### config.mk
export PLATFORM = sky130hd
export DESIGN_NAME = mem_arbiter
export DESIGN_NICKNAME = d
export VERILOG_FILES = /design/src/rtl/mem_arbiter.sv
export SDC_FILE = /design/constraint.sdc
export NUM_CORES = 1
export LEC_CHECK = 0
export BUFFER_PORTS_ARGS = -buffer_cell sky130_fd_sc_hd__buf_2
export CAP_MARGIN = 40
export CORE_UTILIZATION = 43
export CTS_BUF_LIST = sky130_fd_sc_hd__clkbuf_4
export CTS_CLUSTER_SIZE = 14
export DETAILED_ROUTE_END_ITERATION = 8
export PLACE_DENSITY_LB_ADDON = 0.1
export SYNTH_ARGS = -nofsm -noshare
export SYNTH_HDL_FRONTEND = slang
export SYNTH_SLANG_ARGS = --single-unit
### constraint.sdc
create_clock -name clk -period 1.8 [get_ports clk]
set_input_delay 0.27 -clock clk [delete_from_list [all_inputs] [get_ports clk]]
set_output_delay 0.27 -clock clk [all_outputs]
set_load 0.02 [all_outputs]
### src/rtl/mem_arbiter.sv
`default_nettype none
// ============================================================================
//  Module      : mem_arbiter
//  Description : Arbitrates the single pipelined 16-bit main memory between
//                the I-cache fill FSM, the D-cache fill FSM and D-cache
//                write-through stores. A granted fill owns memory for a whole
//                block: the arbiter issues the block's word reads back-to-back
//                and routes each returning valid to the owning cache.
//  Options     : MEM_ARB_RR_EN - when defined, ties between the two fill
//                requesters go to the one not served by the most recent fill.
//                When undefined, the D-cache always beats the I-cache.
//  Revision    : 1.0 - initial release
// ============================================================================
module mem_arbiter #(
  parameter int BLOCK_WORDS = 8,
  parameter int MEM_LATENCY = 4
) (
  input  logic        clk,
  input  logic        rst,
  // I-cache fill requester
  input  logic        icache_req,
  input  logic [15:0] icache_addr,
  output logic        icache_grant,
  output logic        icache_data_valid,
  // D-cache fill requester
  input  logic        dcache_req,
  input  logic [15:0] dcache_addr,
  output logic        dcache_grant,
  output logic        dcache_data_valid,
  // D-cache write-through store requester
  input  logic        dwrite_req,
  input  logic [15:0] dwrite_addr,
  input  logic [15:0] dwrite_data,
  output logic        dwrite_ack,
  // Memory side
  output logic        mem_enable,
  output logic        mem_wr,
  output logic [15:0] mem_addr,
  output logic [15:0] mem_data_in,
  input  logic        mem_data_valid
);

  // Byte offset bits inside a block and counter width able to hold BLOCK_WORDS
  localparam int              c_OFF_BITS  = $clog2(BLOCK_WORDS * 2);
  localparam int              c_CNT_W     = $clog2(BLOCK_WORDS) + 1;
  localparam logic [c_CNT_W-1:0] c_BLOCK_CNT = c_CNT_W'(BLOCK_WORDS);
  localparam logic [15:0]     c_OFF_MASK  = 16'((1 << c_OFF_BITS) - 1);

  // Elaboration-time sanity checks on the configuration
  generate
    if (BLOCK_WORDS < 2 || BLOCK_WORDS > 16 ||
        (BLOCK_WORDS & (BLOCK_WORDS - 1)) != 0) begin : g_bad_block_words
      $error("mem_arbiter: BLOCK_WORDS must be a power of two in 2..16");
    end
    if (MEM_LATENCY < 1) begin : g_bad_mem_latency
      $error("mem_arbiter: MEM_LATENCY must be at least 1");
    end
  endgenerate

  typedef enum logic [1:0] {
    ST_IDLE  = 2'd0,
    ST_WRITE = 2'd1,
    ST_IFILL = 2'd2,
    ST_DFILL = 2'd3
  } state_t;

  state_t             state_q,     state_d;
  logic [15:0]        base_q,      base_d;
  logic [c_CNT_W-1:0] issue_cnt_q, issue_cnt_d;
  logic [c_CNT_W-1:0] recv_cnt_q,  recv_cnt_d;

  logic               w_fill;
  logic               w_issuing;
  logic               w_pick_d;
  logic [c_CNT_W-1:0] w_recv_inc;

`ifdef MEM_ARB_RR_EN
  // 1 = the most recent fill served the I-cache
  logic               last_fill_i_q, last_fill_i_d;
`endif

  assign w_fill     = (state_q == ST_IFILL) || (state_q == ST_DFILL);
  assign w_issuing  = w_fill && (issue_cnt_q != c_BLOCK_CNT);
  assign w_recv_inc = recv_cnt_q + c_CNT_W'(1);

  // Fill tie-break: decides whether the D-cache wins when no store is pending
`ifdef MEM_ARB_RR_EN
  assign w_pick_d = dcache_req && (!icache_req || last_fill_i_q);
`else
  assign w_pick_d = dcache_req;
`endif

  // Next-state, block base latch and issue/receive counter updates
  always_comb begin
    state_d     = state_q;
    base_d      = base_q;
    issue_cnt_d = issue_cnt_q;
    recv_cnt_d  = recv_cnt_q;
`ifdef MEM_ARB_RR_EN
    last_fill_i_d = last_fill_i_q;
`endif
    case (state_q)
      ST_IDLE: begin
        issue_cnt_d = '0;
        recv_cnt_d  = '0;
        if (dwrite_req) begin
          state_d = ST_WRITE;
        end else if (w_pick_d) begin
          state_d = ST_DFILL;
          base_d  = dcache_addr & ~c_OFF_MASK;
`ifdef MEM_ARB_RR_EN
          last_fill_i_d = 1'b0;
`endif
        end else if (icache_req) begin
          state_d = ST_IFILL;
          base_d  = icache_addr & ~c_OFF_MASK;
`ifdef MEM_ARB_RR_EN
          last_fill_i_d = 1'b1;
`endif
        end
      end
      ST_WRITE: begin
        // A store occupies memory for exactly one cycle
        state_d = ST_IDLE;
      end
      ST_IFILL, ST_DFILL: begin
        if (issue_cnt_q != c_BLOCK_CNT) begin
          issue_cnt_d = issue_cnt_q + c_CNT_W'(1);
        end
        // Completion is counted, not timed: the last returned word ends the fill
        if (mem_data_valid) begin
          recv_cnt_d = w_recv_inc;
          if (w_recv_inc == c_BLOCK_CNT) begin
            state_d = ST_IDLE;
          end
        end
      end
      default: state_d = ST_IDLE;
    endcase
  end

  // State and counter registers with synchronous reset
  always_ff @(posedge clk) begin
    if (rst) begin
      state_q     <= ST_IDLE;
      base_q      <= '0;
      issue_cnt_q <= '0;
      recv_cnt_q  <= '0;
`ifdef MEM_ARB_RR_EN
      last_fill_i_q <= 1'b1;
`endif
    end else begin
      state_q     <= state_d;
      base_q      <= base_d;
      issue_cnt_q <= issue_cnt_d;
      recv_cnt_q  <= recv_cnt_d;
`ifdef MEM_ARB_RR_EN
      last_fill_i_q <= last_fill_i_d;
`endif
    end
  end

  // Grants, ack and data-valid routing decoded from the registered state
  always_comb begin
    icache_grant      = (state_q == ST_IFILL);
    dcache_grant      = (state_q == ST_DFILL);
    dwrite_ack        = (state_q == ST_WRITE);
    icache_data_valid = (state_q == ST_IFILL) && mem_data_valid;
    dcache_data_valid = (state_q == ST_DFILL) && mem_data_valid;
  end

  // Memory request drive: one store cycle, or back-to-back block word reads
  always_comb begin
    mem_enable  = 1'b0;
    mem_wr      = 1'b0;
    mem_addr    = '0;
    mem_data_in = '0;
    if (state_q == ST_WRITE) begin
      mem_enable  = 1'b1;
      mem_wr      = 1'b1;
      mem_addr    = dwrite_addr;
      mem_data_in = dwrite_data;
    end else if (w_issuing) begin
      mem_enable  = 1'b1;
      mem_addr    = base_q + (16'(issue_cnt_q) << 1);
    end
  end

endmodule
`default_nettype wire

==> flow_summary.ini, run 1 <==
[synth]
ys_ff_latch = 22
synthMuxAreaShare_pct = 7.51
yosys.area_share.simple_pct = 27.6
synth-main-ff-cell = dfxtp_1
synth_edf_count = 0
synth_cell_types = 37
syn_nets = 276
synth_seq_area_share_pct = 27.5
yosys_warnings = 0
synth_top_family_by_area = simple AND/OR/NAND/NOR gates
synth.avg_cell_area_um2 = 7.96
synth-compound-area-share_pct = 20.4
netlist_instances = 201
syn-cell-area_um2 = 1600
async_flop_share_pct = 0
synth_fa_ha_area_share_pct = 3.91
synth-xor-area-share_pct = 6.02

[clocking]
clockBufferDepth = 2
clk_latency_ps = 300
cts_num_sinks = 22
path_clk_slew_ps = 120
htree_levels = 1
clock_tree.root_cell = clkbuf_4
cts_buffers = 3
cts_tree = done

[status]
failed_checks = negative setup slack
status = complete, but fails checks

[global_routing]
track_usage_pct = 22.0
grt-ovfl-total = 0
grt_pass1_vias = 1575
grt_antenna_before_repair = 0
grt_pass1_wl_mm = 7.18
grt_max_degree = 38

[routing]
route.detailed.drc = 0
ant_nets = 0
vias = 1809
wl_mm = 4.68
drt_iter0_drc = 65
wl_per_cell_um = 12.8
via_per_inst = 4.93
firstDrtPassIters = 4

[sta]
hold_viol = 0
relSlewSlack_pct = 67.6
tns_ps = -1710
finalWorstSetupSlack_ps = -257
worstMarginPinSlew_ps = 486
rsz0062_at_grt = true
fmax_mhz = 486
period_share_pct = 114
setup_viol = 12
finClkSkew_ps = 13.7
slew_viol_final = 0
fin_crit_ps = 2060

[placement]
post-place-ws_ps = -1.18
placed_area_um2 = 2230
gp_congestion = 0.809
io_buffers = 100
post-dp-hpwl_mm = 3.23

[critical_path]
start_kind = flip-flop
cpMostUsedCell = ha_4
crit_path_max_fanout = 3
cp_top_family = flip-flops
criticalPathCategory = reg2out
reg2reg_slack_ps = 170
worstPathRequired_ps = 1530
max_stage_delay_ps = 380
cp-startpoint = base_q[4]$_SDFFE_PP0P_
crit_slowest_cell = dfxtp_2
reg2reg_from = issue_cnt_q[1]$_SDFFE_PP0P_
worstPathCellList = ha_4, buf_6, ha_4, and4_4, nand3_2, xor2_1, o21ai_1, buf_4
endpoint_kind = output pin
path_buf_inv = 2
cp_data_arrival_time_ps = 1790

[floorplanning]
ios = 109
rows = 21
start_util_pct = 46.5
fp.dieArea_um2 = 3970
core_area_um2 = 3440
die_x_um = 63.0
dieHeight_um = 63.0

[min_path]
hold_class = in2reg
min-delay-start = mem_data_valid

[finish]
synthToLayoutAreaGrowth_pct = 59.2
postLayoutCellArea_um2 = 2550
mostFrequentLayoutCell = buf_2
layout-drive-gt1-share_pct = 52.6
utilization_pct = 74.0
diodes = 0
fin_nets = 398
layout_common_cells = 88 x buf_2, 31 x buf_4, 22 x nand2_1, 20 x nor2_1, 18 x and2_1

[power]
vdd.ir_drop.worst_v = 0.000410
finalPower_mw = 1.41
p_per_area_nw_per_um2 = 552
p_leak_nw = 1.21

[run]
drv_cap = 0
[Yosys cell counts (6+ instances only)]
master,count,area [um2]
nand2_1,23,86.3
dfxtp_1,22,440
nor2_1,20,75.1
and2_1,18,113
o21ai_0,15,75.1
mux2i_1,12,120
nand3_1,9,45.0
xor2_1,9,78.8
a211oi_2,7,87.6
clkbuf_1,7,26.3
a211oi_1,6,45.0
a21oi_1,6,30.0
[through the flow]
step	hold slack [ps]	std cells
finish	279	367
detailed placement	493	353
global placement	489	353
CTS	275	362
global route	273	367
floorplan	342	201
[worst paths after layout]
kind / end / cells past startpoint
min: recv_cnt_q[1]$_SDFFE_PP0P_ / 3
max: mem_addr[14] / 8
max reg2reg: issue_cnt_q[1]$_SDFFE_PP0P_ / 8
min reg2reg: recv_cnt_q[1]$_SDFFE_PP0P_ / 2
[layout make-up]
| class | count | area (um2) |
|---|---|---|
| Clock buffer | 3 | 22.5 |
| Fill cell | 271 | 895 |
| Inverter | 6 | 25.0 |
| Multi-Input combinational cell | 158 | 1130 |
| Sequential cell | 22 | 453 |
| Tap cell | 46 | 57.6 |
| Timing Repair Buffer | 132 | 856 |
[report_power, final]
| group | total, mW | switching, mW | internal (mW) |
|---|---|---|---|
| registers | 0.562 | 0.0369 | 0.525 |
| logic | 0.627 | 0.332 | 0.296 |
| clock network | 0.217 | 0.139 | 0.0779 |
[routing by layer]
metal | up-vias | track usage (%) | wire [um]
met5 | - | 0 | 0
met4 | 0 | 6.10 | 31
met3 | 4 | 3.65 | 289
met2 | 67 | 35.9 | 2150
met1 | 788 | 29.3 | 2210
li1 | 950 | - | -
[state kept, by name, indices dropped and copies added (netlist names)]
name,flops
recv_cnt_q,4
state_q,2
base_q,12
issue_cnt_q,4
[tightest hold or removal path, stage by stage]
cell and delay, ps:
buf_2 140, nand3_1 80, a21oi_1 50
[logic make-up after synthesis]
| family | count (synthesis) |
|---|---|
| multiplexers | 12 |
| buffers and inverters | 21 |
| adder cells (fa/ha/maj) | 5 |
| XOR/XNOR | 11 |
| flip-flops | 22 |
| AO/OA/AOI/OAI | 45 |
| AND/OR/NAND/NOR | 85 |
[repair_timing]
action	in CTS	in global routing
pin swaps	15	14
setup endpoints to repair	33	33
setup buffers	5	3
cloned	1	2
resized for setup	46	22
hold buffers	0	0
Power figures use the tool's default switching activity.
==> run 2, diff against run 1 <==
--- a/config.mk
+++ b/config.mk
@@ -7,6 +7,7 @@
 export LEC_CHECK = 0
 export BUFFER_PORTS_ARGS = -buffer_cell sky130_fd_sc_hd__buf_2
 export CAP_MARGIN = 40
+export CORE_MARGIN = 2
 export CORE_UTILIZATION = 43
 export CTS_BUF_LIST = sky130_fd_sc_hd__clkbuf_4
 export CTS_CLUSTER_SIZE = 14
==> run 2 against run 1 <==
Compared with the run above: the flow still finishes with violations (negative setup slack); flip-flop and latch count is the same; sequential share of layout area grew 0.74 points; non-clock buffer count shrank 7; power shrank 2.5%; global-route usage shrank 2.6 points; design area shrank 4.3%; register-to-register slack gained 20 ps; critical path depth shrank 2; largest cell class unchanged; cell count shrank 1.1%; die area grew 6.4%; worst setup slack gained 28 ps.
==> flow_summary.ini, run 2 (synthesis results as in run 1) <==
[power]
p_per_area_nw_per_um2 = 562
switchingPower_mw = 0.503
switching_share_pct = 36.7
p_seq_share_pct = 40.9
finalPower_mw = 1.37
p_comb_share_pct = 42.2
vdd.ir_drop.worst_v = 0.000430
p_leak_nw = 1.16
p_int_mw = 0.868
power_frac_clock_pct = 16.9

[routing]
wl_mm = 4.30
wl_per_cell_um = 11.8
vias = 1801
ant_nets = 0
drt_iter0_drc = 63
via_per_inst = 4.96
firstDrtPassIters = 4
route.detailed.drc = 0

[sta]
finalWorstSetupSlack_ps = -229
finClkSkew_ps = 7.72
worstMarginPinSlew_ps = 493
rsz0062_at_grt = true
setup_viol = 10
period_share_pct = 113
fin_crit_ps = 2030
slew_viol_final = 0
fmax_mhz = 493
tns_ps = -1460
hold_viol = 0
relSlewSlack_pct = 67.1

[critical_path]
endpoint_kind = output pin
reg2reg_from = issue_cnt_q[1]$_SDFFE_PP0P_
start_kind = flip-flop
worstPathRequired_ps = 1530
reg2reg_slack_ps = 190
reg2reg_to = issue_cnt_q[1]$_SDFFE_PP0P_
ff2ff_path_depth = 8
cp_data_arrival_time_ps = 1760
criticalPathCategory = reg2out
crit_path_max_fanout = 3

[clocking]
clock_tree.root_cell = clkbuf_4
cts_num_sinks = 22
cts_tree = done
clockBufferDepth = 2
cts_buffers = 3
htree_levels = 1
clk_latency_ps = 310
path_clk_slew_ps = 120

[finish]
synthToLayoutAreaGrowth_pct = 52.4
fin_nets = 391
diodes = 0
layout_common_cells = 90 x buf_2, 29 x buf_4, 21 x nand2_1, 20 x nor2_1, 18 x and2_1
layout-drive-gt1-share_pct = 51.7
top_regs = base_q (12), issue_cnt_q (4), recv_cnt_q (4)
postLayoutCellArea_um2 = 2440
largest_register_ffs = 12
top_register = base_q
mostFrequentLayoutCell = buf_2

[min_path]
hold_class = in2reg
worstHoldPathCells = 3
min-delay-start = mem_data_valid
min_to = recv_cnt_q[1]$_SDFFE_PP0P_

[floorplanning]
start_util_pct = 44.4
ios = 109
rows = 22
fp.dieArea_um2 = 4230
core_area_um2 = 3610
die_x_um = 65.0
dieHeight_um = 65.0

[placement]
gp_congestion = 0.796
io_buffers = 100
placed_area_um2 = 2240
post-dp-hpwl_mm = 3.31

[global_routing]
grt_antenna_before_repair = 0
grt-ovfl-total = 0
grt_pass1_wl_mm = 6.49
grt_pass1_vias = 1458
track_usage_pct = 19.4
grt_max_degree = 38

[status]
failed_checks = negative setup slack
status = complete, but fails checks

[run]
drv_cap = 0
==> run 2: cell types whose count changed in the layout (fill, tap and decap cells not counted), sizes merged <==
cell and change:
clkinv +1, buf -5, clkbuf -2
==> run 2: worst max-delay path, stage by stage, from the launching register on <==
cell	delay [ps]
dfxtp_2	380
ha_4	160
and4_4	220
nand2_2	60
or4_4	420
nand3_2	90
buf_6	110
==> run 2: cell type report <==
class	instances	area, um2
fillers	327	1170
multi-input cells	158	1130
repair buffers	125	744
flip-flops and latches	22	452
well taps	48	60.1
clock buffers	3	22.5
inverters	6	22.5
clock inverters	1	3.75
==> run 2: worst max path at each step <==
| stage | start | end | slack [ps] | depth (start not counted) |
|---|---|---|---|---|
| after floorplan | issue_cnt_q[3]$_SDFFE_PP0P_ | mem_addr[12] | -20 | 6 |
| after global placement | base_q[4]$_SDFFE_PP0P_ | mem_addr[15] | 7 | 6 |
| after detailed placement | base_q[4]$_SDFFE_PP0P_ | mem_addr[15] | -30 | 6 |
| after CTS | base_q[4]$_SDFFE_PP0P_ | mem_addr[15] | -200 | 6 |
| after global routing | base_q[4]$_SDFFE_PP0P_ | mem_addr[13] | -300 | 7 |
| final | base_q[4]$_SDFFE_PP0P_ | mem_addr[15] | -230 | 6 |
==> run 2: through the flow <==
| stage | utilization, % | hold WS [ps] | worst slack [ps] | instances |
|---|---|---|---|---|
| 2_1_floorplan | - | 342 | -19.6 | 201 |
| 3_3_place_gp | 62.1 | 490 | 7.35 | 356 |
| 3_5_place_dp | 62.1 | 491 | -27.1 | 356 |
| 4_1_cts | 66.2 | 263 | -203 | 362 |
| 5_1_grt | 67.6 | 289 | -303 | 363 |
| 6_report | 67.6 | 269 | -229 | 363 |
==> run 2: per-layer routing <==
layer  track usage, %  vias up  wire (um)  part of all wire [%]
li1                 -      938          -                     -
met1             25.6      790       2000                    47
met2             33.1       68       1920                    45
met4             6.38        0         48                   1.1
met3             1.74        5        325                   7.6
met5                0        -          0                     0
==> run 2: power by group through the flow <==
stage          sequential (mW)  clock [mW]  combinational, mW
4_1_cts                  0.558       0.237              0.567
6_report                 0.561       0.231              0.579
3_5_place_dp             0.566           0              0.526
2_1_floorplan            0.561           0              0.339
5_1_grt                  0.567       0.260              0.633
3_3_place_gp             0.565           0              0.520
==> run 2: what timing repair did <==
| action | CTS | global route |
|---|---|---|
| pin swaps | 11 | 9 |
| hold buffers | 0 | 0 |
| cloned | 0 | 1 |
| setup endpoints to repair | 33 | 33 |
| resized for setup | 44 | 12 |
| setup buffers | 3 | 0 |
